**config.mk**
```make
export PLATFORM = sky130hd
export DESIGN_NAME = mmio_uart_tx_flat
export DESIGN_NICKNAME = d
export VERILOG_FILES = /design/src/rtl/mmio_uart_tx_pkg.sv /design/src/rtl/mmio_uart_tx_if.sv /design/src/rtl/mmio_uart_tx_sync_fifo.sv /design/src/rtl/mmio_uart_tx.sv /design/src/flat_wrapper.sv
export SDC_FILE = /design/constraint.sdc
export NUM_CORES = 1
export LEC_CHECK = 0
export ABC_AREA = 1
export ABC_CLOCK_PERIOD_IN_PS = 3000
export CAP_MARGIN = 25
export CORE_MARGIN = 3
export CORE_UTILIZATION = 40
export DETAILED_ROUTE_END_ITERATION = 8
export PLACE_DENSITY_LB_ADDON = 0.25
export SKIP_CTS_REPAIR_TIMING = 1
export SLEW_MARGIN = 40
export SYNTH_ARGS = -nofsm -noshare
export SYNTH_HDL_FRONTEND = slang
export SYNTH_SLANG_ARGS = --single-unit
```
**constraint.sdc**
```tcl
create_clock -name sys_clk -period 3 [get_ports sys_clk]
set_clock_uncertainty 0.1 [all_clocks]
set_input_delay 0.6 -clock sys_clk [delete_from_list [all_inputs] [get_ports sys_clk]]
set_output_delay 0.6 -clock sys_clk [all_outputs]
set_load 0.05 [all_outputs]
```
**src/rtl/mmio_uart_tx_pkg.sv**
```systemverilog
`default_nettype none
// ============================================================================
//  Module   : mmio_uart_tx_pkg
//  Purpose  : Shared definitions for the memory-mapped UART transmitter:
//             register offsets, STATUS bit positions, TX FSM state encoding
//             and the STATUS word packing helper.
//  Ports    : none (package)
//  Revision : 1.0 - initial release
// ============================================================================
package mmio_uart_tx_pkg;

  // Byte offsets of the register map (bits [1:0] are never decoded)
  localparam logic [3:0] UART_TXDATA = 4'h0;
  localparam logic [3:0] UART_STATUS = 4'h4;

  // STATUS bit indices
  localparam int STAT_BUSY  = 0;
  localparam int STAT_FULL  = 1;
  localparam int STAT_EMPTY = 2;
  localparam int STAT_OVF   = 3;

  // Transmitter state encoding
  typedef enum logic [1:0] {
    ST_IDLE  = 2'd0,
    ST_START = 2'd1,
    ST_DATA  = 2'd2,
    ST_STOP  = 2'd3
  } tx_state_t;

  // STATUS = {16'b0, count[7:0], 4'b0, ovf, empty, full, busy}
  function automatic logic [31:0] pack_status(input logic [7:0] count,
                                              input logic       ovf,
                                              input logic       empty,
                                              input logic       full,
                                              input logic       busy);
    return {16'b0, count, 4'b0, ovf, empty, full, busy};
  endfunction

endpackage
`default_nettype wire

```
**src/rtl/mmio_uart_tx_if.sv**
```systemverilog
`default_nettype none
// ============================================================================
//  Module   : mmio_uart_tx_if
//  Purpose  : CPU data-memory store/load bus into the UART transmitter.
//  Ports    : mmio_sel   - access targets the block this cycle
//             mmio_we    - 1 = store, 0 = load
//             mmio_addr  - byte offset within the block
//             mmio_wdata - store data
//             mmio_rdata - load data, combinational
//  Revision : 1.0 - initial release
// ============================================================================
interface mmio_uart_tx_if #(
  parameter int ADDR_W = 4
);
  logic              mmio_sel;
  logic              mmio_we;
  logic [ADDR_W-1:0] mmio_addr;
  logic [31:0]       mmio_wdata;
  logic [31:0]       mmio_rdata;

  modport master (output mmio_sel, mmio_we, mmio_addr, mmio_wdata, input mmio_rdata);
  modport slave  (input mmio_sel, mmio_we, mmio_addr, mmio_wdata, output mmio_rdata);
endinterface
`default_nettype wire

```
**src/rtl/mmio_uart_tx_sync_fifo.sv**
```systemverilog
`default_nettype none
// ============================================================================
//  Module   : sync_fifo
//  Purpose  : Single-clock first-word-fall-through FIFO. A push on a full
//             FIFO is accepted when a pop happens in the same cycle.
//  Ports    : clk, rst_n     - clock, async active-low reset
//             i_push/i_push_data, i_pop/o_pop_data - write / read sides
//             o_full, o_empty, o_count - occupancy flags and level
//  Revision : 1.0 - initial release
// ============================================================================
module sync_fifo #(
  parameter int WIDTH = 8,
  parameter int DEPTH = 16
) (
  input  wire logic                     clk,
  input  wire logic                     rst_n,
  input  wire logic                     i_push,
  input  wire logic [WIDTH-1:0]         i_push_data,
  input  wire logic                     i_pop,
  output logic      [WIDTH-1:0]         o_pop_data,
  output logic                          o_full,
  output logic                          o_empty,
  output logic      [$clog2(DEPTH):0]   o_count
);
  localparam int PTR_W = $clog2(DEPTH);

  logic [WIDTH-1:0] r_mem [DEPTH];
  logic [PTR_W-1:0] r_wr_ptr;
  logic [PTR_W-1:0] r_rd_ptr;
  logic [PTR_W:0]   r_count;
  logic             w_do_push;
  logic             w_do_pop;

  assign o_full     = (r_count == (PTR_W+1)'(DEPTH));
  assign o_empty    = (r_count == '0);
  assign o_count    = r_count;
  assign o_pop_data = r_mem[r_rd_ptr];

  assign w_do_pop  = i_pop & ~o_empty;
  // A pop frees the slot being written, so full only blocks a lone push
  assign w_do_push = i_push & (~o_full | w_do_pop);

  always_ff @(posedge clk or negedge rst_n) begin
    if (!rst_n) begin
      r_wr_ptr <= '0;
      r_rd_ptr <= '0;
      r_count  <= '0;
    end else begin
      if (w_do_push) r_wr_ptr <= r_wr_ptr + PTR_W'(1);
      if (w_do_pop)  r_rd_ptr <= r_rd_ptr + PTR_W'(1);
      case ({w_do_push, w_do_pop})
        2'b10:   r_count <= r_count + (PTR_W+1)'(1);
        2'b01:   r_count <= r_count - (PTR_W+1)'(1);
        default: r_count <= r_count;
      endcase
    end
  end

  // Storage carries no reset; occupancy is tracked by the pointers
  always_ff @(posedge clk) begin
    if (w_do_push) r_mem[r_wr_ptr] <= i_push_data;
  end

endmodule
`default_nettype wire

```
**src/rtl/mmio_uart_tx.sv**
```systemverilog
`default_nettype none
// ============================================================================
//  Module   : mmio_uart_tx
//  Purpose  : Memory-mapped 8N1 UART transmitter. Stores to TXDATA queue a
//             byte in the TX FIFO; the FSM serialises bytes LSB first.
//  Ports    : sys_clk   - system clock
//             sys_rst_n - async active-low reset
//             bus       - MMIO slave port (sel/we/addr/wdata/rdata)
//             uart_tx   - serial line, idle high
//  Revision : 1.0 - initial release
// ============================================================================
module mmio_uart_tx
  import mmio_uart_tx_pkg::*;
#(
  parameter int CLKS_PER_BIT = 434,
  parameter int FIFO_DEPTH   = 16,
  parameter int ADDR_W       = 4
) (
  input  wire logic          sys_clk,
  input  wire logic          sys_rst_n,
  mmio_uart_tx_if.slave      bus,
  output logic               uart_tx
);
  localparam int BAUD_W = (CLKS_PER_BIT > 1) ? $clog2(CLKS_PER_BIT) : 1;
  localparam int CNT_W  = $clog2(FIFO_DEPTH) + 1;
  localparam logic [BAUD_W-1:0] c_baud_last = BAUD_W'(CLKS_PER_BIT - 1);

  // ---------------- bus decode ----------------
  logic [ADDR_W-3:0] w_word;
  logic w_hit_txdata, w_hit_status, w_store, w_load;
  logic w_push_req, w_push_ok, w_ovf_clr;
  logic w_full, w_empty, w_pop, w_busy;
  logic [7:0]       w_fifo_data;
  logic [CNT_W-1:0] w_count;
  logic             r_ovf;
  logic             w_unused;

  assign w_word       = bus.mmio_addr[ADDR_W-1:2];
  assign w_hit_txdata = (w_word == (ADDR_W-2)'(UART_TXDATA[3:2]));
  assign w_hit_status = (w_word == (ADDR_W-2)'(UART_STATUS[3:2]));
  assign w_store      = bus.mmio_sel &  bus.mmio_we;
  assign w_load       = bus.mmio_sel & ~bus.mmio_we;
  assign w_push_req   = w_store & w_hit_txdata;
  assign w_push_ok    = w_push_req & (~w_full | w_pop);
  assign w_ovf_clr    = w_store & w_hit_status & bus.mmio_wdata[STAT_OVF];
  assign w_unused     = ^{bus.mmio_addr[1:0], bus.mmio_wdata[31:8]};

  always_comb begin
    bus.mmio_rdata = '0;
    if (w_load && w_hit_status)
      bus.mmio_rdata = pack_status(8'(w_count), r_ovf, w_empty, w_full, w_busy);
  end

  // Sticky overflow; a drop in the same cycle as a clear keeps it set
  always_ff @(posedge sys_clk or negedge sys_rst_n) begin
    if (!sys_rst_n)                    r_ovf <= 1'b0;
    else if (w_push_req && !w_push_ok) r_ovf <= 1'b1;
    else if (w_ovf_clr)                r_ovf <= 1'b0;
  end

  sync_fifo #(.WIDTH(8), .DEPTH(FIFO_DEPTH)) u_fifo (
    .clk         (sys_clk),
    .rst_n       (sys_rst_n),
    .i_push      (w_push_ok),
    .i_push_data (bus.mmio_wdata[7:0]),
    .i_pop       (w_pop),
    .o_pop_data  (w_fifo_data),
    .o_full      (w_full),
    .o_empty     (w_empty),
    .o_count     (w_count)
  );

  // ---------------- transmitter ----------------
  tx_state_t         r_state, w_state_nxt;
  logic [BAUD_W-1:0] r_baud,  w_baud_nxt;
  logic [2:0]        r_bit,   w_bit_nxt;
  logic [7:0]        r_shift, w_shift_nxt;
  logic              r_tx,    w_tx_nxt;
  logic              w_baud_last;

  assign w_baud_last = (r_baud == c_baud_last);
  assign w_busy      = (r_state != ST_IDLE);
  assign uart_tx     = r_tx;

  always_ff @(posedge sys_clk or negedge sys_rst_n) begin
    if (!sys_rst_n) begin
      r_state <= ST_IDLE;
      r_baud  <= '0;
      r_bit   <= '0;
      r_shift <= '0;
      r_tx    <= 1'b1;
    end else begin
      r_state <= w_state_nxt;
      r_baud  <= w_baud_nxt;
      r_bit   <= w_bit_nxt;
      r_shift <= w_shift_nxt;
      r_tx    <= w_tx_nxt;
    end
  end

  always_comb begin
    w_state_nxt = r_state;
    w_baud_nxt  = r_baud;
    w_bit_nxt   = r_bit;
    w_shift_nxt = r_shift;
    w_pop       = 1'b0;
    case (r_state)
      ST_IDLE: begin
        if (!w_empty) begin
          w_pop       = 1'b1;
          w_shift_nxt = w_fifo_data;
          w_baud_nxt  = '0;
          w_bit_nxt   = '0;
          w_state_nxt = ST_START;
        end
      end
      ST_START: begin
        if (w_baud_last) begin
          w_baud_nxt  = '0;
          w_state_nxt = ST_DATA;
        end else begin
          w_baud_nxt = r_baud + BAUD_W'(1);
        end
      end
      ST_DATA: begin
        if (w_baud_last) begin
          w_baud_nxt  = '0;
          w_shift_nxt = {1'b0, r_shift[7:1]};
          if (r_bit == 3'd7) w_state_nxt = ST_STOP;
          else               w_bit_nxt   = r_bit + 3'd1;
        end else begin
          w_baud_nxt = r_baud + BAUD_W'(1);
        end
      end
      ST_STOP: begin
        if (w_baud_last) begin
          w_baud_nxt  = '0;
          w_state_nxt = ST_IDLE;
        end else begin
          w_baud_nxt = r_baud + BAUD_W'(1);
        end
      end
      default: w_state_nxt = ST_IDLE;
    endcase

    // Line level is registered from the next state so it changes glitch-free
    case (w_state_nxt)
      ST_START: w_tx_nxt = 1'b0;
      ST_DATA:  w_tx_nxt = w_shift_nxt[0];
      default:  w_tx_nxt = 1'b1;
    endcase
  end

endmodule
`default_nettype wire
```
**src/flat_wrapper.sv**
```systemverilog
// flat-port wrapper written by rule: the top's interface ports become plain ports
module mmio_uart_tx_flat import mmio_uart_tx_pkg::*;
#(
  parameter int CLKS_PER_BIT = 434,
  parameter int FIFO_DEPTH   = 16,
  parameter int ADDR_W       = 4
)
  (sys_clk, sys_rst_n, uart_tx, bus_mmio_sel, bus_mmio_we, bus_mmio_addr, bus_mmio_wdata, bus_mmio_rdata);
  mmio_uart_tx_if #(.ADDR_W(ADDR_W)) bus_i ();
  input  wire logic sys_clk;
  input  wire logic sys_rst_n;
  output logic uart_tx;
  input wire logic [$bits(bus_i.mmio_sel)-1:0] bus_mmio_sel;
  input wire logic [$bits(bus_i.mmio_we)-1:0] bus_mmio_we;
  input wire logic [$bits(bus_i.mmio_addr)-1:0] bus_mmio_addr;
  input wire logic [$bits(bus_i.mmio_wdata)-1:0] bus_mmio_wdata;
  output wire logic [$bits(bus_i.mmio_rdata)-1:0] bus_mmio_rdata;
  assign bus_i.mmio_sel = bus_mmio_sel;
  assign bus_i.mmio_we = bus_mmio_we;
  assign bus_i.mmio_addr = bus_mmio_addr;
  assign bus_i.mmio_wdata = bus_mmio_wdata;
  assign bus_mmio_rdata = bus_i.mmio_rdata;
  mmio_uart_tx #(.CLKS_PER_BIT(CLKS_PER_BIT), .FIFO_DEPTH(FIFO_DEPTH), .ADDR_W(ADDR_W)) u_core (.sys_clk(sys_clk), .sys_rst_n(sys_rst_n), .bus(bus_i), .uart_tx(uart_tx));
endmodule
```
==> load_flow_metrics.sql, run 1 <==
INSERT INTO impl_metrics (metric_group, metric, value, unit) VALUES
('run_status', 'run_status', 'complete, no violations', ''),
('floorplan', 'placementRows', '49', ''),
('grt', 'grt-ovfl-total', '0', ''),
('timing', 'rsz0062_at_grt', 'false', ''),
('setup_path', 'critical_path_arrival', '2.05', 'ns'),
('timing', 'final.period_utilization', '91.8', '%'),
('cts', 'worst_skew_pair.late_latency', '0.43', 'ns'),
('floorplan', 'pin_count', '73', ''),
('setup_path', 'rr_startpoint', 'u_core.u_fifo.o_count[0]$_DFFE_PN0P_', ''),
('floorplan', 'initial_utilization', '41.1', '%'),
('detailed_routing', 'routed_len_inst', '15.6', 'um'),
('grt', 'gr-usage-all-layers', '15.5', '%'),
('cts', 'path_clk_slew', '0.06', 'ns'),
('placed_design', 'place_hpwl', '9.87', 'mm'),
('cts', 'cts_inserted_buffers', '17', ''),
('timing', 'slew-limit-headroom', '53.3', '%'),
('setup_path', 'worst-r2r-cell-count', '16', ''),
('layout', 'fraction_of_final_layout_cells_sized_beyond_drive_strength_1', '12.2', '%'),
('setup_path', 'crit_type', 'input port to output port', ''),
('detailed_routing', 'routed_via_density', '5.04', ''),
('yosys', 'yosys_most_used_dff', 'edfxtp_1', ''),
('setup_path', 'worst_path_dominant_cell_family', 'buffers and inverters', ''),
('detailed_routing', 'total_via_count_after_detailed_routing', '4870', ''),
('hold_path', 'worst_hold_path_type', 'input port to asynchronous set/reset pin', ''),
('layout', 'multi_input_area', '2190', 'sq um'),
('floorplan', 'die_outline_width', '142', 'um'),
('layout', 'finish.net_count', '777', ''),
('yosys', 'synth_area_per_cell', '10.9', 'sq um'),
('setup_path', 'path_cells', 'clkdlybuf4s50_1 > inv_1 > nor2_1 > nand3b_1 > buf_4 > nor2_1 > buf_12', ''),
('placed_design', 'numPortBuffers', '23', ''),
('setup_path', 'critical_path.slowest_cell', 'clkdlybuf4s50_1', ''),
('layout', 'num-fill-cells', '1616', ''),
('yosys', 'synth.cell_area', '7440', 'sq um'),
('setup_path', 'worstSetupStartpointType', 'input port', ''),
('detailed_routing', 'wirelength', '15.0', 'mm'),
('yosys', 'synth.ff_latch_count', '165', ''),
('grt', 'number_of_global_route_vias_before_repair', '4753', ''),
('grt', 'grt_max_degree', '75', ''),
('timing', 'hold_viol', '0', ''),
('yosys', 'yosysSeqAreaShare', '64.1', '%'),
('cts', 'clk_root_buffer_cell', 'clkbuf_16', ''),
('detailed_routing', 'detail_route.first_pass.iterations', '6', ''),
('placed_design', 'dp_worst_setup_slack', '0.0526', 'ns'),
('timing', 'max_freq', '363', 'MHz'),
('cts', 'cts_tree', 'yes', ''),
('yosys', 'async_flop_share', '22.4', '%'),
('yosys', 'synthMostInstantiatedCell', 'edfxtp_1', ''),
('yosys', 'synth_enable_flop_cells', '128', ''),
('floorplan', 'coreArea', '18100', 'sq um'),
('yosys', 'synth.top_cell.area_share', '51.7', '%'),
('floorplan', 'die-area', '20300', 'sq um'),
('cts', 'htree_levels', '4', ''),
('yosys', 'cell_types_occupying_the_most_area_after_synthesis', 'edfxtp_1 (52%), dfrtp_1 (12%), nand2_1 (4.8%), nor2_1 (4.3%), o21ai_0 (4.0%)', ''),
('job', 'cap_violations', '0', ''),
('setup_path', 'cp_dominant_cell_by_count', 'nor2_1', ''),
('layout', 'final_core_utilization', '47.3', '%'),
('layout', 'diodes', '0', ''),
('yosys', 'synthesis.yosys.warnings', '0', ''),
('timing', 'finalWorstSetupSlack', '0.246', 'ns'),
('pwr', 'peakVddDrop', '0.350', 'mV'),
('layout', 'areaGrowthSynthToFinish', '15.1', '%'),
('pwr', 'power.density', '593', 'nW/um^2'),
('detailed_routing', 'initialDrtViolationCount', '403', ''),
('timing', 'min_period', '2.75', 'ns'),
('setup_path', 'r2r_end', 'u_core.u_fifo.o_count[4]$_DFFE_PN0P_', ''),
('setup_path', 'end_kind', 'output port', ''),
('yosys', 'netlist.top_cell.by_area', 'edfxtp_1', ''),
('timing', 'tightest_slew', '0.701', 'ns'),
('cts', 'clock_sink_count', '165', ''),
('setup_path', 'timing.critical_path.slowest_cell_delay', '0.49', 'ns'),
('layout', 'seq_area', '4770', 'sq um');
[power by group]
group          switching, mW  leakage, nW  internal [mW]
logic                  0.318         1.37          0.131
registers             0.0648         1.61           2.54
clock network          0.870        0.267           1.15
[cells in the final DEF (no fill, tap or decap), types with 4 or more instances in the layout]
cell,count
edfxtp_1,128
nand2_1,96
nor2_1,86
o21ai_0,59
inv_1,50
nand3_1,47
dfrtp_1,35
buf_4,28
conb_1,23
o211ai_1,17
clkbuf_16,17
o22ai_1,14
nor3_1,13
a21oi_1,13
clkdlybuf4s50_1,13
xor2_1,12
o21ai_1,12
ha_1,12
buf_12,10
inv_2,5
nand2_2,5
inv_6,5
clkinv_1,4
nand4_1,4
[logic make-up (layout without fill, tap and decap cells)]
group	after synthesis	count (layout)	share of synthesized area, %
simple gates	263	263	15.4
flops	165	165	64.1
fa+ha+maj	12	12	2.02
compound gates	120	120	9.10
xor+xnor	15	15	1.77
other cells	1	23	0.0504
buf+inv	108	140	7.50
[sequential cells by signal, summed over array words and instances, names as in the netlist]
| register | cells |
|---|---|
| u_core.u_fifo.r_mem | 128 |
| u_core.r_state | 2 |
| u_core.uart_tx | 1 |
| u_core.u_fifo.r_rd_ptr | 4 |
| u_core.r_ovf | 1 |
| u_core.u_fifo.o_count | 5 |
| u_core.r_shift | 8 |
| u_core.r_bit | 3 |
| u_core.r_baud | 9 |
| u_core.u_fifo.r_wr_ptr | 4 |
[layout make-up]
class	instances	area share (%)
multi-input combinational	433	25.6
sequential	165	55.8
timing repair buffer	51	6.32
clock inverter	14	1.45
clock buffer	18	5.01
inverter	57	2.50
tap	229	3.35
[worst reg2reg max path, delay by kind of cell (launching register included)]
| kind | cells | cell delay, ns |
|---|---|---|
| fa+ha+maj | 2 | 0.41 |
| xor+xnor | 1 | 0.18 |
| simple gates | 6 | 0.65 |
| buf+inv | 3 | 0.26 |
| compound gates | 4 | 0.52 |
| flops | 1 | 0.42 |
[per-layer routing]
layer / vias to the layer above / part of all wire [%] / global-route usage [%] / wire (um)
met5: - / 0 / 0 / 0
met4: 0 / 2.3 / 6.80 / 342
met3: 23 / 4.5 / 3.23 / 674
met2: 120 / 47 / 24.0 / 7140
met1: 2325 / 46 / 21.1 / 6890
li1: 2402 / - / - / -
[how the worst max path moves through the flow]
stage	slack (ns)	to	from	cells after the start
after floorplan	0.26	bus_mmio_rdata[1]	bus_mmio_addr[2]	4
after global placement	0.11	u_core.u_fifo.o_count[4]$_DFFE_PN0P_	bus_mmio_sel	14
after detailed placement	0.05	u_core.u_fifo.o_count[4]$_DFFE_PN0P_	bus_mmio_we	14
after CTS	0.25	bus_mmio_rdata[9]	bus_mmio_addr[2]	7
after global routing	0.11	u_core.u_fifo.o_count[4]$_DFFE_PN0P_	u_core.u_fifo.o_count[0]$_DFFE_PN0P_	16
final	0.25	bus_mmio_rdata[9]	bus_mmio_addr[2]	7
[stage by stage]
| stage | std cells | power (mW) | area (sq um) | hold slack (ns) |
|---|---|---|---|---|
| 2_1_floorplan | 706 | 2.98 | 7520 | 0.204 |
| 3_3_place_gp | 935 | 3.09 | 8000 | 0.378 |
| 3_5_place_dp | 935 | 3.11 | 8010 | 0.382 |
| 4_1_cts | 967 | 5.13 | 8560 | 0.0535 |
| 5_1_grt | 967 | 5.29 | 8560 | 0.0707 |
| 6_report | 967 | 5.07 | 8560 | 0.0372 |
(Power assumes the default switching activity.)
==> run 2: changes to the inputs <==
CORE_UTILIZATION = 57   (was 40)
==> load_flow_metrics.sql, run 2 (same netlist as run 1, synthesis figures left out) <==
INSERT INTO impl_metrics (metric_group, metric, value, unit) VALUES
('timing', 'slew-limit-headroom', '52.1', '%'),
('floorplan', 'die-area', '14500', 'sq um'),
('timing', 'min_period', '2.70', 'ns'),
('timing', 'finalMaxSlewViolations', '0', ''),
('detailed_routing', 'total_via_count_after_detailed_routing', '5014', ''),
('grt', 'wire_length_of_the_first_global_routing_pass', '24.2', 'mm'),
('setup_path', 'worstPathRequired', '3.21', 'ns'),
('pwr', 'cell_internal_pwr', '3.89', 'mW'),
('floorplan', 'coreArea', '12700', 'sq um'),
('setup_path', 'worstSetupStartpointType', 'register', ''),
('timing', 'final.period_utilization', '89.9', '%'),
('setup_path', 'crit_type', 'register to register', ''),
('pwr', 'power_switching', '1.24', 'mW'),
('placed_design', 'place_hpwl', '9.62', 'mm'),
('floorplan', 'initial_utilization', '58.7', '%'),
('grt', 'antenna_found_initial', '0', ''),
('floorplan', 'pin_count', '73', ''),
('cts', 'cts_inserted_buffers', '17', ''),
('pwr', 'gate_power_share', '8.8', '%'),
('job', 'cap_violations', '0', ''),
('floorplan', 'die_outline_width', '120', 'um'),
('cts', 'clock_sink_count', '165', ''),
('cts', 'htree_levels', '4', ''),
('timing', 'max_freq', '371', 'MHz'),
('grt', 'grt_max_degree', '75', ''),
('detailed_routing', 'wirelength', '15.3', 'mm'),
('cts', 'cts_buffer_depth', '2', ''),
('floorplan', 'chipHeight', '120', 'um'),
('pwr', 'power.switching_fraction', '24.2', '%'),
('grt', 'grt-ovfl-total', '0', ''),
('grt', 'use_met1', '28.9', '%'),
('layout', 'fraction_of_final_layout_cells_sized_beyond_drive_strength_1', '11.8', '%'),
('grt', 'grt_use_met2', '35.5', '%'),
('grt', 'met3_usage', '4.86', '%'),
('placed_design', 'gp_congestion', '0.804', ''),
('detailed_routing', 'antenna_violating_nets_post_route', '0', ''),
('cts', 'worst_skew_pair.late_latency', '0.42', 'ns'),
('timing', 'final-setup-viol-count', '0', ''),
('layout', 'mostFrequentLayoutCells', 'edfxtp_1 (128), nand2_1 (96), nor2_1 (86)', ''),
('layout', 'max_ffs_per_register', '128', ''),
('layout', 'mostFrequentLayoutCell', 'edfxtp_1', ''),
('pwr', 'peakVddDrop', '0.689', 'mV'),
('layout', 'finish.net_count', '776', ''),
('placed_design', 'numPortBuffers', '23', ''),
('cts', 'path_clk_slew', '0.06', 'ns'),
('layout', 'areaGrowthSynthToFinish', '14.0', '%'),
('setup_path', 'critical_path_arrival', '2.90', 'ns'),
('timing', 'tightest_slew', '0.714', 'ns'),
('pwr', 'power.share.sequential', '50.8', '%'),
('cts', 'clk_root_buffer_cell', 'clkbuf_16', ''),
('timing', 'fin_setup_tns', '0', 'ns'),
('timing', 'rsz0062_at_grt', 'false', ''),
('grt', 'number_of_global_route_vias_before_repair', '4873', ''),
('pwr', 'power.density', '606', 'nW/um^2'),
('floorplan', 'placementRows', '41', ''),
('detailed_routing', 'routed_via_density', '5.52', ''),
('detailed_routing', 'routed_len_inst', '16.8', 'um'),
('timing', 'hold_viol', '0', ''),
('detailed_routing', 'initialDrtViolationCount', '471', ''),
('pwr', 'clock_power_share', '40.4', '%'),
('layout', 'top_regs', 'u_core.u_fifo.r_mem (128), u_core.r_baud (9), u_core.r_shift (8)', ''),
('grt', 'grt.busiest_layer', 'met2', ''),
('run_status', 'run_status', 'complete, no violations', ''),
('detailed_routing', 'detail_route.first_pass.iterations', '5', ''),
('layout', 'diodes', '0', ''),
('detailed_routing', 'route.detailed.drc', '0', ''),
('layout', 'top_register', 'u_core.u_fifo.r_mem', ''),
('cts', 'cts_tree', 'yes', ''),
('setup_path', 'end_kind', 'register', ''),
('grt', 'gr-usage-all-layers', '22.0', '%'),
('setup_path', 'crit_fanout', '4', ''),
('hold_path', 'worst_hold_path_type', 'input port to asynchronous set/reset pin', ''),
('timing', 'hold_slack', '0.0401', 'ns'),
('pwr', 'total_leakage_power', '3.24', 'nW');
run 2: cell types whose count changed in the layout (fill, tap and decap cells not counted), sizes merged:
| cell | previous run | this run |
|---|---|---|
| bufinv | 1 | 2 |
| clkinv | 8 | 7 |
| inv | 60 | 58 |
| clkbuf | 18 | 19 |
| buf | 38 | 37 |
run 2: path summary, 6_finish.rpt:
kind                       slack, ns  depth (start not counted)                                     to                                 start
setup / recovery                0.30                         16   u_core.u_fifo.o_count[4]$_DFFE_PN0P_  u_core.u_fifo.o_count[0]$_DFFE_PN0P_
hold / removal                  0.04                          1            u_core.r_bit[2]$_DFFE_PN0P_                             sys_rst_n
setup reg to reg                0.30                         16   u_core.u_fifo.o_count[4]$_DFFE_PN0P_  u_core.u_fifo.o_count[0]$_DFFE_PN0P_
hold reg to reg                 0.40                          2          u_core.r_shift[4]$_DFFE_PN0P_         u_core.r_shift[4]$_DFFE_PN0P_
max in group asynchronous       2.41                          1  u_core.u_fifo.r_rd_ptr[0]$_DFFE_PN0P_                             sys_rst_n
min in group sys_clk            0.40                          2          u_core.r_shift[4]$_DFFE_PN0P_         u_core.r_shift[4]$_DFFE_PN0P_
run 2: cell type report:
type                            count  area, sq um
Clock buffer                       19          433
Clock inverter                     12          130
Fill cell                         915         4190
Inverter                           57          214
Multi-Input combinational cell    433         2190
Sequential cell                   165         4770
Tap cell                          172          215
Timing Repair Buffer               50          520
run 2: routing by layer:
metal	vias to the layer above	wire [um]
li1	2386	-
met1	2423	6420
met2	177	7510
met3	28	973
met4	0	399
met5	-	0
run 2: power groups by stage:
stage	Sequential [mW]	Combinational [mW]	Clock [mW]
2_1_floorplan	2.64	0.338	0
3_3_place_gp	2.65	0.430	0
3_5_place_dp	2.65	0.446	0
4_1_cts	2.61	0.450	2.10
5_1_grt	2.62	0.504	2.19
6_report	2.61	0.450	2.08
run 2: per-stage QoR:
stage	util (%)	instance area (sq um)	setup slack [ns]	cells	power, mW
2_1_floorplan	-	7520	0.264	706	2.98
3_3_place_gp	62.4	7910	0.0657	877	3.08
3_5_place_dp	62.4	7910	0.00251	877	3.10
4_1_cts	66.9	8470	0.292	908	5.16
5_1_grt	66.9	8480	0.0372	908	5.32
6_report	66.9	8480	0.304	908	5.14
run 2: worst max-delay path: stages (launching register included):
cell     delay [ns]
dfrtp_1        0.42
inv_1          0.11
nand4_2        0.14
nor2_2         0.23
inv_2          0.06
nand2_2        0.11
inv_1          0.07
ha_1           0.21
xor2_1         0.19
ha_1           0.19
a21o_1         0.18
nand2_1        0.10
o21ai_2        0.08
a21oi_1        0.17
o21ai_0        0.10
nand2_1        0.06
nand2_1        0.04
